===== src/rtl/arith_pkg.sv =====
// rtl/arith_pkg.sv - shared FSM state encodings and sizing helpers for the arithmetic datapath
package arith_pkg;

  typedef enum logic [1:0] {
    IDLE = 2'd0,
    ITER = 2'd1,
    FIX  = 2'd2,
    DONE = 2'd3
  } state_t;

  function automatic int clog2(input int value);
    int r;
    int v;
    r = 0;
    v = value - 1;
    while (v > 0) begin
      r++;
      v = v >> 1;
    end
    if (r < 1) r = 1;
    return r;
  endfunction

endpackage


===== src/rtl/div_control_unit.sv =====
// rtl/div_control_unit.sv - per-step add/subtract, quotient bit and correction decode
module div_control_unit
  import arith_pkg::*;
(
  input  state_t i_state,
  input  logic   i_p_sign,
  input  logic   i_p_next_sign,
  output logic   o_add_d,
  output logic   o_sub_d,
  output logic   o_q_bit,
  output logic   o_corr_en
);

  // Kept as separate continuous assigns so the q-bit path, which depends on
  // the adder result, does not form a false loop with the add/sub decode.
  assign o_add_d   = (i_state == ITER) &&  i_p_sign;
  assign o_sub_d   = (i_state == ITER) && !i_p_sign;
  assign o_corr_en = (i_state == FIX)  &&  i_p_sign;
  assign o_q_bit   = ~i_p_next_sign;

endmodule


===== src/rtl/gen_register.sv =====
// rtl/gen_register.sv - generic enabled register, synchronous active-high clear
module gen_register #(
  parameter int W = 1
) (
  input  logic         clk,
  input  logic         rst,
  input  logic         en,
  input  logic [W-1:0] d,
  output logic [W-1:0] q
);

  always_ff @(posedge clk) begin
    if (rst) begin
      q <= '0;
    end else if (en) begin
      q <= d;
    end
  end

endmodule


===== src/rtl/seq_signed_divider.sv =====
// rtl/seq_signed_divider.sv - radix-2 non-restoring signed divider, one quotient bit per cycle
module seq_signed_divider
  import arith_pkg::*;
#(
  parameter int WIDTH = 8
) (
  input  logic             clk,
  input  logic             rst,
  input  logic             start,
  input  logic [WIDTH-1:0] dividend_in,
  input  logic [WIDTH-1:0] divisor_in,
  output logic             busy,
  output logic             done,
  output logic [WIDTH-1:0] quotient_out,
  output logic [WIDTH-1:0] remainder_out,
  output logic             div_by_zero,
  output logic             overflow
);

  localparam int              CW        = clog2(WIDTH);
  localparam logic [CW-1:0]   LAST_STEP = CW'(WIDTH - 1);
  localparam logic [WIDTH-1:0] MOST_NEG = {1'b1, {(WIDTH-1){1'b0}}};

  logic [1:0]         r_state;
  logic [CW-1:0]      r_count;
  logic [WIDTH:0]     r_p;
  logic [WIDTH-1:0]   r_qm;
  logic [WIDTH-1:0]   r_d;
  logic [2:0]         r_flags;   // {dividend sign, divisor sign, overflow case}
  logic [2*WIDTH+1:0] r_result;  // {quotient, remainder, div_by_zero, overflow}

  state_t             w_state;
  state_t             w_state_nxt;
  logic               w_accept;
  logic               w_div0;
  logic               w_load;
  logic               w_iter;
  logic               w_add_d;
  logic               w_sub_d;
  logic               w_q_bit;
  logic               w_corr_en;
  logic [WIDTH:0]     w_d_ext;
  logic [WIDTH:0]     w_p_base;
  logic [WIDTH:0]     w_p_next;
  logic [WIDTH-1:0]   w_mag_a;
  logic [WIDTH-1:0]   w_mag_b;
  logic [WIDTH-1:0]   w_quot;
  logic [WIDTH-1:0]   w_rem;
  logic               w_result_en;
  logic [2*WIDTH+1:0] w_result_d;

  assign w_state  = state_t'(r_state);
  assign w_accept = ((w_state == IDLE) || (w_state == DONE)) && start;
  assign w_div0   = (divisor_in == '0);
  assign w_load   = w_accept && !w_div0;
  assign w_iter   = (w_state == ITER);

  always_comb begin
    w_state_nxt = w_state;
    case (w_state)
      IDLE, DONE: begin
        if (start) w_state_nxt = w_div0 ? DONE : ITER;
        else       w_state_nxt = IDLE;
      end
      ITER:    if (r_count == LAST_STEP) w_state_nxt = FIX;
      FIX:     w_state_nxt = DONE;
      default: w_state_nxt = IDLE;
    endcase
  end

  div_control_unit u_ctrl (
    .i_state       (w_state),
    .i_p_sign      (r_p[WIDTH]),
    .i_p_next_sign (w_p_next[WIDTH]),
    .o_add_d       (w_add_d),
    .o_sub_d       (w_sub_d),
    .o_q_bit       (w_q_bit),
    .o_corr_en     (w_corr_en)
  );

  // Magnitudes fit WIDTH unsigned bits, including |-2^(WIDTH-1)|.
  assign w_mag_a  = dividend_in[WIDTH-1] ? -dividend_in : dividend_in;
  assign w_mag_b  = divisor_in[WIDTH-1]  ? -divisor_in  : divisor_in;
  assign w_d_ext  = {1'b0, r_d};
  assign w_p_base = w_iter ? {r_p[WIDTH-1:0], r_qm[WIDTH-1]} : r_p;
  assign w_p_next = (w_add_d || w_corr_en) ? (w_p_base + w_d_ext) :
                    w_sub_d                ? (w_p_base - w_d_ext) : w_p_base;

  assign w_quot = (r_flags[2] ^ r_flags[1]) ? -r_qm : r_qm;
  assign w_rem  = r_flags[2] ? -w_p_next[WIDTH-1:0] : w_p_next[WIDTH-1:0];

  assign w_result_en = (w_state == FIX) || (w_accept && w_div0);

  always_comb begin
    w_result_d = {{WIDTH{1'b1}}, dividend_in, 1'b1, 1'b0};
    if (w_state == FIX) w_result_d = {w_quot, w_rem, 1'b0, r_flags[0]};
  end

  gen_register #(.W(2)) u_state_reg (
    .clk(clk), .rst(rst), .en(1'b1), .d(w_state_nxt), .q(r_state)
  );

  gen_register #(.W(CW)) u_count_reg (
    .clk(clk), .rst(rst), .en(w_load || w_iter),
    .d(w_load ? '0 : r_count + 1'b1), .q(r_count)
  );

  gen_register #(.W(WIDTH+1)) u_p_reg (
    .clk(clk), .rst(rst), .en(w_load || w_iter),
    .d(w_load ? '0 : w_p_next), .q(r_p)
  );

  gen_register #(.W(WIDTH)) u_qm_reg (
    .clk(clk), .rst(rst), .en(w_load || w_iter),
    .d(w_load ? w_mag_a : {r_qm[WIDTH-2:0], w_q_bit}), .q(r_qm)
  );

  gen_register #(.W(WIDTH)) u_d_reg (
    .clk(clk), .rst(rst), .en(w_load), .d(w_mag_b), .q(r_d)
  );

  gen_register #(.W(3)) u_flags_reg (
    .clk(clk), .rst(rst), .en(w_load),
    .d({dividend_in[WIDTH-1], divisor_in[WIDTH-1],
        (dividend_in == MOST_NEG) && (divisor_in == '1)}),
    .q(r_flags)
  );

  gen_register #(.W(2*WIDTH+2)) u_result_reg (
    .clk(clk), .rst(rst), .en(w_result_en), .d(w_result_d), .q(r_result)
  );

  assign busy          = (w_state == ITER) || (w_state == FIX);
  assign done          = (w_state == DONE);
  assign quotient_out  = r_result[2*WIDTH+1 -: WIDTH];
  assign remainder_out = r_result[WIDTH+1 -: WIDTH];
  assign div_by_zero   = r_result[1];
  assign overflow      = r_result[0];

endmodule


===== config.mk =====
export PLATFORM = sky130hd
export DESIGN_NAME = seq_signed_divider
export DESIGN_NICKNAME = d
export VERILOG_FILES = /design/src/rtl/arith_pkg.sv /design/src/rtl/div_control_unit.sv /design/src/rtl/gen_register.sv /design/src/rtl/seq_signed_divider.sv
export SDC_FILE = /design/constraint.sdc
export NUM_CORES = 1
export LEC_CHECK = 0
export CORE_UTILIZATION = 28
export CTS_CLUSTER_SIZE = 16
export DETAILED_ROUTE_END_ITERATION = 8
export PLACE_DENSITY = 0.46
export SYNTH_ARGS = -nofsm -noshare
export SYNTH_HDL_FRONTEND = slang
export SYNTH_HIERARCHICAL = 1
export SYNTH_SLANG_ARGS = --single-unit

===== constraint.sdc =====
create_clock -name clk -period 3.3 [get_ports clk]
set_input_delay 0.66 -clock clk [delete_from_list [all_inputs] [get_ports clk]]
set_output_delay 0.66 -clock clk [all_outputs]
set_load 0.1 [all_outputs]

### After elaboration in Yosys (flattened, before gate mapping)

Cells that the tools add are included.

| cells by class | value |
|---|---|
| add/subtract/negate cells | 7 |
| muxes and demuxes | 15 |
| reduce and logical (&&, ||, !) cells | 17 |
| shift-type cells | 0 |
| bitwise logic cells | 2 |
| eq/ne operators | 7 |
| multipliers | 0 |
| $lt $le $gt $ge | 0 |
| div/mod/pow operators | 0 |

Operators by type and width:

| kind | number |
|---|---|
| 8-bit 2-to-1 mux | 5 |
| 9-bit 2-to-1 mux | 4 |
| 8-bit negator | 4 |
| 18-bit 2-to-1 mux | 1 |
| 8-bit == test, second input constant | 2 |
| 9-bit by 8-bit adder with 9-bit output | 1 |
| 9-bit by 8-bit subtractor with 9-bit output | 1 |
| 8-bit zero test | 1 |
| 1-bit logical AND | 7 |
| 2-bit 2-to-1 mux | 3 |
| 2-bit one-hot mux with 3 select lines | 1 |
| 1-bit logical OR | 5 |
| 2-bit == test, second input constant | 2 |
| 3-bit by 1-bit adder with 3-bit output, second input constant | 1 |
| 3-bit == test, second input constant | 1 |
| 3-bit 2-to-1 mux | 1 |
| 2-bit by 1-bit == test with 1-bit output, second input constant | 1 |
| 1-bit zero test | 2 |
| 2-bit zero test | 1 |
| 2-bit by 1-bit != test with 1-bit output, second input constant | 1 |
| 2-bit OR reduction | 1 |
| 1-bit NOT | 1 |
| 1-bit bitwise XOR | 1 |

| word-level totals | value |
|---|---|
| memories kept | 0 |
| RAM bits | 0 |
| logic and storage cells | 55 |
| latch bits | 0 |
| memory bits (read-only) | 0 |
| flip-flop bits (word level) | 51 |
| bits of input ports | 19 |

### Depth between registers and ports, before layout

Gate-level depths: netlist of the first run.

| logic depth | value |
|---|---|
| word-level depth | 8 |
| mapped depth | 17 |
| depth with buffers taken out | 17 |

### Modules after synthesis

Netlist of the first run, hierarchy kept.

Modules (own cells, without submodules):

| module | area each (um^2) | seq. area each (um^2) | times used | cells an instance |
|---|---|---|---|---|
| seq_signed_divider | 2082.0 | 0.0 | 1 | 316 |
| gen_register at u_result_reg | 649.4 | 360.3 | 1 | 58 |
| gen_register at u_d_reg ... | 285.3 | 160.2 | 2 | 26 |
| gen_register at u_p_reg | 319.1 | 180.2 | 1 | 29 |
| gen_register at u_count_reg ... | 101.3 | 60.1 | 2 | 9 |
| gen_register at u_state_reg | 67.6 | 40.0 | 1 | 6 |
| div_control_unit | 33.8 | 0.0 | 1 | 4 |

### Worst setup path before layout of the first run

Ideal clock, no wire load.

| timing | value |
|---|---|
| path type | reg2reg |
| start | register u_state_reg.q[0] |
| end | register u_qm_reg.q[0] |
| clock period less this slack | 3.296 ns |
| cell stages (with the launch flop) | 17 |
| data arrival time | 3.171 ns |
| library setup time | 0.124 ns |
| path buffers | 2 |
| path slack | 0.004 ns |
| cell sequence | dfxtp_1 ha_1 buf_2 mux2_2 ha_1 buf_2 nor2_1 a221oi_1 a21oi_1 o21bai_1 a21oi_1 or3_1 nand2_1 inv_1 mux2_2 mux2i_1 nor2_1 |

| between the ends | value |
|---|---|
| word-level cells in the longest chain between the ends | 7 |

RTL lines:

| element | line | RTL |
|---|---|---|
| start, declared | gen_register.sv:9 | `output logic [W-1:0] q` |
| start signal, assigned | gen_register.sv:14 | `q <= '0;` |
| start signal, assigned | gen_register.sv:16 | `q <= d;` |
| 2-bit by 1-bit == test with 1-bit output | div_control_unit.sv:16, div_control_unit.sv:17, seq_signed_divider.sv:56 |  |
| 9-bit 2-to-1 mux | seq_signed_divider.sv:85 | `assign w_p_base = w_iter ? {r_p[WIDTH-1:0], r_qm[WIDTH-1]} : r_p;` |
| 9-bit by 8-bit subtractor with 9-bit output | seq_signed_divider.sv:87 | `w_sub_d ? (w_p_base - w_d_ext) : w_p_base;` |
| 9-bit 2-to-1 mux | seq_signed_divider.sv:87 |  |
| 9-bit 2-to-1 mux (*) | seq_signed_divider.sv:86 | `assign w_p_next = (w_add_d \|\| w_corr_en) ? (w_p_base + w_d_ext) :` |
| named net w_p_next[8] | seq_signed_divider.sv:44 | `logic [WIDTH:0] w_p_next;` |
| 1-bit NOT (*) | div_control_unit.sv:19 | `assign o_q_bit = ~i_p_next_sign;` |
| named net w_q_bit | seq_signed_divider.sv:40 | `logic w_q_bit;` |
| 8-bit 2-to-1 mux (*) | seq_signed_divider.sv:115 | `.d(w_load ? w_mag_a : {r_qm[WIDTH-2:0], w_q_bit}), .q(r_qm)` |
| end signal, assigned | gen_register.sv:14 |  |
| end signal, assigned | gen_register.sv:16 |  |
| end, declared | gen_register.sv:9 |  |

Mark *: on every way through the listed nets, which the timed path passes. The rest lies on a longest branch.
A chain may end at the register's enable or synchronous reset.

### Worst setup path after layout of the first run

| timing | value |
|---|---|
| start | register u_state_reg.q[1] |
| end | register u_result_reg.q[9] |

| between the ends | value |
|---|---|
| word-level cells in the longest chain between the ends | 8 |

RTL lines:

| element | line | RTL |
|---|---|---|
| 2-bit by 1-bit == test with 1-bit output | div_control_unit.sv:16, div_control_unit.sv:17, seq_signed_divider.sv:56 |  |
| 9-bit 2-to-1 mux | seq_signed_divider.sv:85 |  |
| 9-bit by 8-bit subtractor with 9-bit output | seq_signed_divider.sv:87 |  |
| 9-bit 2-to-1 mux | seq_signed_divider.sv:87 |  |
| 9-bit 2-to-1 mux | seq_signed_divider.sv:86 |  |
| 8-bit negator | seq_signed_divider.sv:90 | `assign w_rem = r_flags[2] ? -w_p_next[WIDTH-1:0] : w_p_next[WIDTH-1:0];` |
| 8-bit 2-to-1 mux | seq_signed_divider.sv:90 |  |
| 18-bit 2-to-1 mux (*) | seq_signed_divider.sv:96 | `if (w_state == FIX) w_result_d = {w_quot, w_rem, 1'b0, r_flags[0]};` |
| named net w_result_d[9] | seq_signed_divider.sv:50 | `logic [2*WIDTH+1:0] w_result_d;` |
| end signal, assigned | gen_register.sv:14 |  |
| end signal, assigned | gen_register.sv:16 |  |
| end, declared | gen_register.sv:9 |  |

Marked as above.

==> results of run 1 <==
-- worst max-delay path: stages (launching register included) --
cell and delay [ps]:
dfxtp_2 330, inv_2 60, ha_4 180, mux2_2 390, ha_4 250, buf_4 160, nor3_2 180, o21ai_2 110
and3b_1 220, o311ai_2 300, buf_4 170, o22ai_1 70, or3b_1 350, and3_1 160, mux2i_1 120, nor2_1 50
-- worst min path at each step --
stage | slack (ps) | endpoint | from | depth (start not counted)
CTS | 500 | u_flags_reg/q[0]$_SDFFE_PP0P_ | u_flags_reg/q[0]$_SDFFE_PP0P_ | 2
global placement | 480 | u_result_reg/q[11]$_SDFFE_PP0P_ | u_result_reg/q[11]$_SDFFE_PP0P_ | 2
global route | 530 | u_flags_reg/q[0]$_SDFFE_PP0P_ | u_flags_reg/q[0]$_SDFFE_PP0P_ | 2
floorplan | 450 | u_flags_reg/q[0]$_SDFFE_PP0P_ | u_flags_reg/q[0]$_SDFFE_PP0P_ | 2
detailed placement | 480 | u_flags_reg/q[0]$_SDFFE_PP0P_ | u_flags_reg/q[0]$_SDFFE_PP0P_ | 2
finish | 500 | u_flags_reg/q[0]$_SDFFE_PP0P_ | u_flags_reg/q[0]$_SDFFE_PP0P_ | 2
-- placed cells by master, fill, tap and decap left out, types with 4 or more instances in the layout --
| cell | n |
|---|---|
| nor2b_1 | 6 |
| clkdlybuf4s50_1 | 17 |
| nand2_1 | 28 |
| dfxtp_1 | 49 |
| xor2_1 | 6 |
| or2_2 | 6 |
| nor3_1 | 9 |
| or3_1 | 7 |
| nand2b_1 | 7 |
| a21oi_2 | 4 |
| mux2_2 | 7 |
| ha_4 | 5 |
| nor2_1 | 83 |
| xnor2_1 | 13 |
| a21oi_1 | 23 |
| a31oi_1 | 5 |
| nand3_1 | 10 |
| inv_1 | 29 |
| clkbuf_16 | 5 |
| ha_1 | 20 |
| o21ai_0 | 12 |
| mux2i_1 | 53 |
| buf_4 | 71 |
-- cells by family (layout without fill, tap and decap cells) --
logic type	count (synthesis)	count (layout)	share of synthesized area (%)
flops	51	51	26.0
simple gates	184	184	22.3
compound gates	81	81	14.6
buf+inv	55	130	6.73
fa+ha+maj	28	28	9.31
other cells	1	2	0.0955
xor+xnor	19	19	4.24
mux	64	64	16.7
-- flip-flops by register name, summed over array words and instances, names as in the netlist --
signal	flops
u_qm_reg/q	8
u_flags_reg/q	3
u_state_reg/q	2
u_count_reg/q	3
u_d_reg/q	8
u_result_reg/q	18
u_p_reg/q	9
-- power groups by stage --
stage	clock, mW	sequential [mW]	combinational (mW)
2_1_floorplan	0	0.768	0.439
3_3_place_gp	0	0.709	0.719
3_5_place_dp	0	0.709	0.723
4_1_cts	0.733	0.696	0.734
5_1_grt	0.751	0.702	0.835
6_report	0.707	0.697	0.763
-- area by class of cell --
cell class                 count  area [µm²]  share of cell area (%)
multi-input combinational    378        2810                    54.9
sequential                    51        1020                    20.0
timing repair buffer          91         748                    14.6
tap                          176         220                    4.31
clock buffer                   5         125                    2.45
inverter                      31         116                    2.27
clock inverter                 3        71.3                    1.39
-- what timing repair did --
item                       CTS  global route
setup buffers                0             3
setup endpoints to repair    5             8
resized for setup            8            28
cloned                       0             0
hold buffers                 0             0
pin swaps                    0            11
-- per-layer routing --
metal	global-route usage, %	wire length (µm)	vias to the layer above
met5	0	0	-
met4	4.63	147	0
met3	2.97	273	13
met2	25.1	5050	39
met1	21.2	5620	1639
li1	-	-	1827
==> run metrics, run 1 <==
fin crit period 3220 ps; Die Ht 120 µm; GR Overflow Total 0; reg2reg end u_result_reg/q[9]$_SDFFE_PP0P_; die width 120 µm; H-tree levels 2; area leader, netlist dfxtp_1; first drt pass iteration count 4; commonest cells in the netlist nor2_1, mux2i_1, dfxtp_1, inv_1, nand2_1; Worst setup startpoint u_state_reg/q[1]$_SDFFE_PP0P_; R2R setup slack 80 ps; total wire length around 11,000 µm; Layout Nets between 600 and 700; ys async rst share 0%; power per cell area 424 nW/µm²; final instance area 5110 µm²; Worst Hold Class flop to flop; Max clock buf depth 2; Max Cap Violations 0; outcome finished, final reports clean; RSZ-0062 raised after global routing yes; post-synthesis sequential area ratio between 20% and 30%; IO Pins 39; WS Path Type flop to flop; Post-Syn Area ~3900 µm²; Post-synth EDFFs 0; Mapped Cells around 480; post-route insts no fill 735; row cnt between 40 and 50; Reg power frac 32.2%; WP data required around 3500 ps; fmax approximately 0.31 GHz; layout cells sized above 1 approximately 25%; fin crit share 97.5%; Layout area overhead 30.3%; Arr. time, crit path about 3400 ps; Comb power frac between 30% and 40%; Filler Cells Inserted between 1k and 1.5k; critical path capture point type flop; TritonCTS clock tree built; vias per cell 4.79; CTS Sinks approximately 50; HPWL after detailed placement approximately 8400 µm; CTS Buf Count 5; fin. max-slew vios 0; gpl congestion 0.847; main flop type after synthesis dfxtp_1; Reg clk slew, reported paths 80 ps; Leakage ~2.2 nW; die area about 14,000 µm²; Synthesis Warnings 6; crit path to u_result_reg/q[9]$_SDFFE_PP0P_; antenna violations before repair 0; Slew headroom 34.2%; setup TNS 0 ps; R2R depth 15; top post-synthesis cells by area dfxtp_1, mux2i_1, ha_1; syn avg cell area between 8 and 9 µm²; post-synth top area share between 20% and 30%; Post-DP Area 4730 µm²; Clock Power Share 32.6%; root buffer cell clkbuf_16; DR iter-0 viols 176; final clock skew a little under 9 ps; vias in the first global route about 3.4k; ant diodes 0; antenna-violating nets left 0; Switching Power 0.736 mW; cell internal pwr 1.43 mW; input/output buffers 38; count leader, synth nor2_1; flops & latches, synth 51; Hold Vio Cnt, Final 0; Total GRT Usage 15.6%; final setup margin 82.8 ps; number of placed instances, taps included just over 700; worst skew pair latency 310 ps; DR DRC count 0; largest net degree at the start of global routing 52; CP startpoint kind flop; Core Area around 13,000 µm²; fin util 38.0%; final setup violating endpoints 0; final hold slack between 400 and 500 ps; power consumption 2.17 mW; Avg WL per Cell 15.1 µm; Slew @ Worst Pin between 900 and 1000 ps; worst r2r src u_state_reg/q[1]$_SDFFE_PP0P_; Max FO, Critical Path 7; Sw Share about a third; Starting Density around 29%; first-pass GRT wire length around 18,000 µm; Yosys cell types between 70 and 80; vias post-DR around 3.5k; Place WS -213 ps; VDD IR max slightly above 0.3 mV
Note: power is estimated with default switching activity, not from simulation.
==> run 2: changes to the inputs <==
--- a/config.mk
+++ b/config.mk
@@ -8,7 +8,6 @@
 export CORE_UTILIZATION = 28
 export CTS_CLUSTER_SIZE = 16
 export DETAILED_ROUTE_END_ITERATION = 8
-export PLACE_DENSITY = 0.46
 export SYNTH_ARGS = -nofsm -noshare
 export SYNTH_HDL_FRONTEND = slang
 export SYNTH_HIERARCHICAL = 1
==> run 2 against run 1 <==
Compared with the run above:
- first-iteration DRC count down 2.8%
- clock power down 15%
- count of clock-buffer cells in the layout unchanged
- maximum frequency down 1.6%
- sequential power about the same
- register-to-register slack worse by 50 ps
- critical endpoint is now u_qm_reg/q[0]$_SDFFE_PP0P_
- non-clock buffer count down 10
- flip-flop and latch count unchanged
- die area unchanged
- utilization down 0.42 points
- via count up 1.5%
- critical path type unchanged
==> run metrics, run 2 (synthesized netlist as in run 1, its figures left out) <==
number of placed instances, taps included a little over 700; Worst Hold Class flop to flop; IO Pins 39; fin crit period between 3000 and 4000 ps; worst r2r src u_state_reg/q[1]$_SDFFE_PP0P_; TritonCTS clock tree built; H-tree levels 2; Post-DP Area 4640 µm²; antenna violations before repair 0; row cnt 42; Reg with most FFs u_result_reg/q; CTS Sinks between 50 and 60; Hold Vio Cnt, Final 0; largest net degree at the start of global routing 52; worst skew pair latency about 290 ps; most common cell after layout, fill and taps aside nor2_1; Slew headroom 37.2%; post-route insts no fill around 730; vias per cell between 4 and 5; DR DRC count 0; Filler Cells Inserted between 1k and 1.5k; WP buf/inv 3; VDD IR max roughly 0.22 mV; Max FO, Critical Path 7; input/output buffers 38; R2R depth 17; CTS Buf Count 5; first-pass GRT wire length 17,200 µm; Reg clk slew, reported paths around 70 ps; final instance area 5060 µm²; GR Overflow Total 0; RSZ-0062 raised after global routing yes; crit path to u_qm_reg/q[0]$_SDFFE_PP0P_; vias post-DR between 3k and 4k; R2R setup slack 30 ps; largest registers u_result_reg/q: 18 flops, u_p_reg/q: 9 flops; HPWL after detailed placement between 8000 and 9000 µm; Arr. time, crit path ~3400 ps; fin crit share roughly 99%; most frequent cells in the layout nor2_1, buf_4, mux2i_1, dfxtp_1, nand2_1; CP startpoint kind flop; Largest register FFs 18; antenna-violating nets left 0; Worst setup startpoint u_state_reg/q[1]$_SDFFE_PP0P_; layout cells sized above 1 24.2%; cts hold-fix bufs 0; outcome finished, final reports clean; Total GRT Usage 14.7%; ant diodes 0; die area 14,500 µm²; WS Path Type flop to flop; reg2reg end u_qm_reg/q[0]$_SDFFE_PP0P_; Leakage about 2.1 nW; Max Cap Violations 0; Slowest cell on crit path or3_1; Stages on worst setup path 17; Avg WL per Cell 14.7 µm; Layout Nets between 500 and 600; Max clock buf depth 2; Layout area overhead 28.9%; fmax roughly 0.31 GHz; Starting Density 29.2%; vias in the first global route ~3.6k; CP peak stage delay approximately 360 ps; top cell family by delay on the critical path compound AO/OA/AOI/OAI gates; WP data required 3440 ps; total wire length approximately 11,000 µm; Slew @ Worst Pin 941 ps; die width 120 µm; root buffer cell clkbuf_16; power per cell area 405 nW/µm²; final setup violating endpoints 0; fin. max-slew vios 0; first drt pass iteration count 4; gpl congestion 0.865; Cell Chain, Critical Path inv_2 > ha_4 > mux2_4 > inv_2 > ha_4 > fa_2 > nor2b_2 > o311a_1 > o21a_1 > a21oi_2 > o2111a_1 > or3_1 > nand2_1 > inv_1 > mux2_4 > mux2i_1 > nor2_1; DR iter-0 viols about 170; Die Ht ~120 µm; final clock skew just over 6 ps; critical path capture point type flop; Core Area approximately 13,000 µm²
==> run 2: cell type report <==
cell class,count,area [µm²],share of cell area (%)
clock buffers,5,125,2.47
clock inverters,3,46.3,0.915
inverters,31,116,2.30
multi-input cells,378,2870,56.7
flip-flops and latches,51,1020,20.2
well taps,176,220,4.35
repair buffers,81,661,13.1
==> run 2: worst min-delay path by stage <==
stage                                               start                               to  slack, ps  cells past startpoint
final                      u_result_reg/q[3]$_SDFFE_PP0P_   u_result_reg/q[3]$_SDFFE_PP0P_        490                      2
after global routing      u_result_reg/q[16]$_SDFFE_PP0P_  u_result_reg/q[16]$_SDFFE_PP0P_        530                      2
after CTS                  u_result_reg/q[3]$_SDFFE_PP0P_   u_result_reg/q[3]$_SDFFE_PP0P_        500                      2
after detailed placement   u_result_reg/q[3]$_SDFFE_PP0P_   u_result_reg/q[3]$_SDFFE_PP0P_        480                      2
after global placement      u_flags_reg/q[0]$_SDFFE_PP0P_    u_flags_reg/q[0]$_SDFFE_PP0P_        470                      2
after floorplan             u_flags_reg/q[0]$_SDFFE_PP0P_    u_flags_reg/q[0]$_SDFFE_PP0P_        450                      2
==> run 2: repair_timing <==
item | in CTS | in global routing
pin swaps | 4 | 12
buffers inserted | 1 | 2
resized for setup | 10 | 34
setup endpoints to repair | 5 | 5
==> run 2: metrics by stage <==
stage	TNS (ps)	worst slack (ps)	hold WS (ps)	total power, mW	utilization (%)
6_report	0	31.4	492	2.05	37.6
5_1_grt	-231	-125	529	2.16	37.6
4_1_cts	0	2.63	501	2.02	36.2
3_5_place_dp	-683	-222	484	1.40	34.5
3_3_place_gp	-347	-122	473	1.39	34.5
2_1_floorplan	0	4.45	452	1.21	-
==> run 2: power breakdown <==
part | internal (mW) | switching (mW)
Clock | 0.361 | 0.237
Combinational | 0.322 | 0.429
Sequential | 0.655 | 0.0449
==> run 2: metal layers <==
metal,vias up,share of wire (%),GRT usage (%)
met5,-,0,0
met2,64,48,25.2
met1,1686,47,19.0
met4,0,1.3,4.09
met3,10,3.7,2.12
li1,1811,-,-
==> run 2: worst reg2reg max path: stages, from the launching register on <==
cell	delay [ps]
dfxtp_2	330
inv_2	40
ha_4	190
mux2_4	220
inv_2	40
ha_4	150
fa_2	350
nor2b_2	140
o311a_1	230
o21a_1	190
a21oi_2	70
o2111a_1	250
or3_1	360
nand2_1	80
inv_1	40
mux2_4	260
mux2i_1	130
nor2_1	50
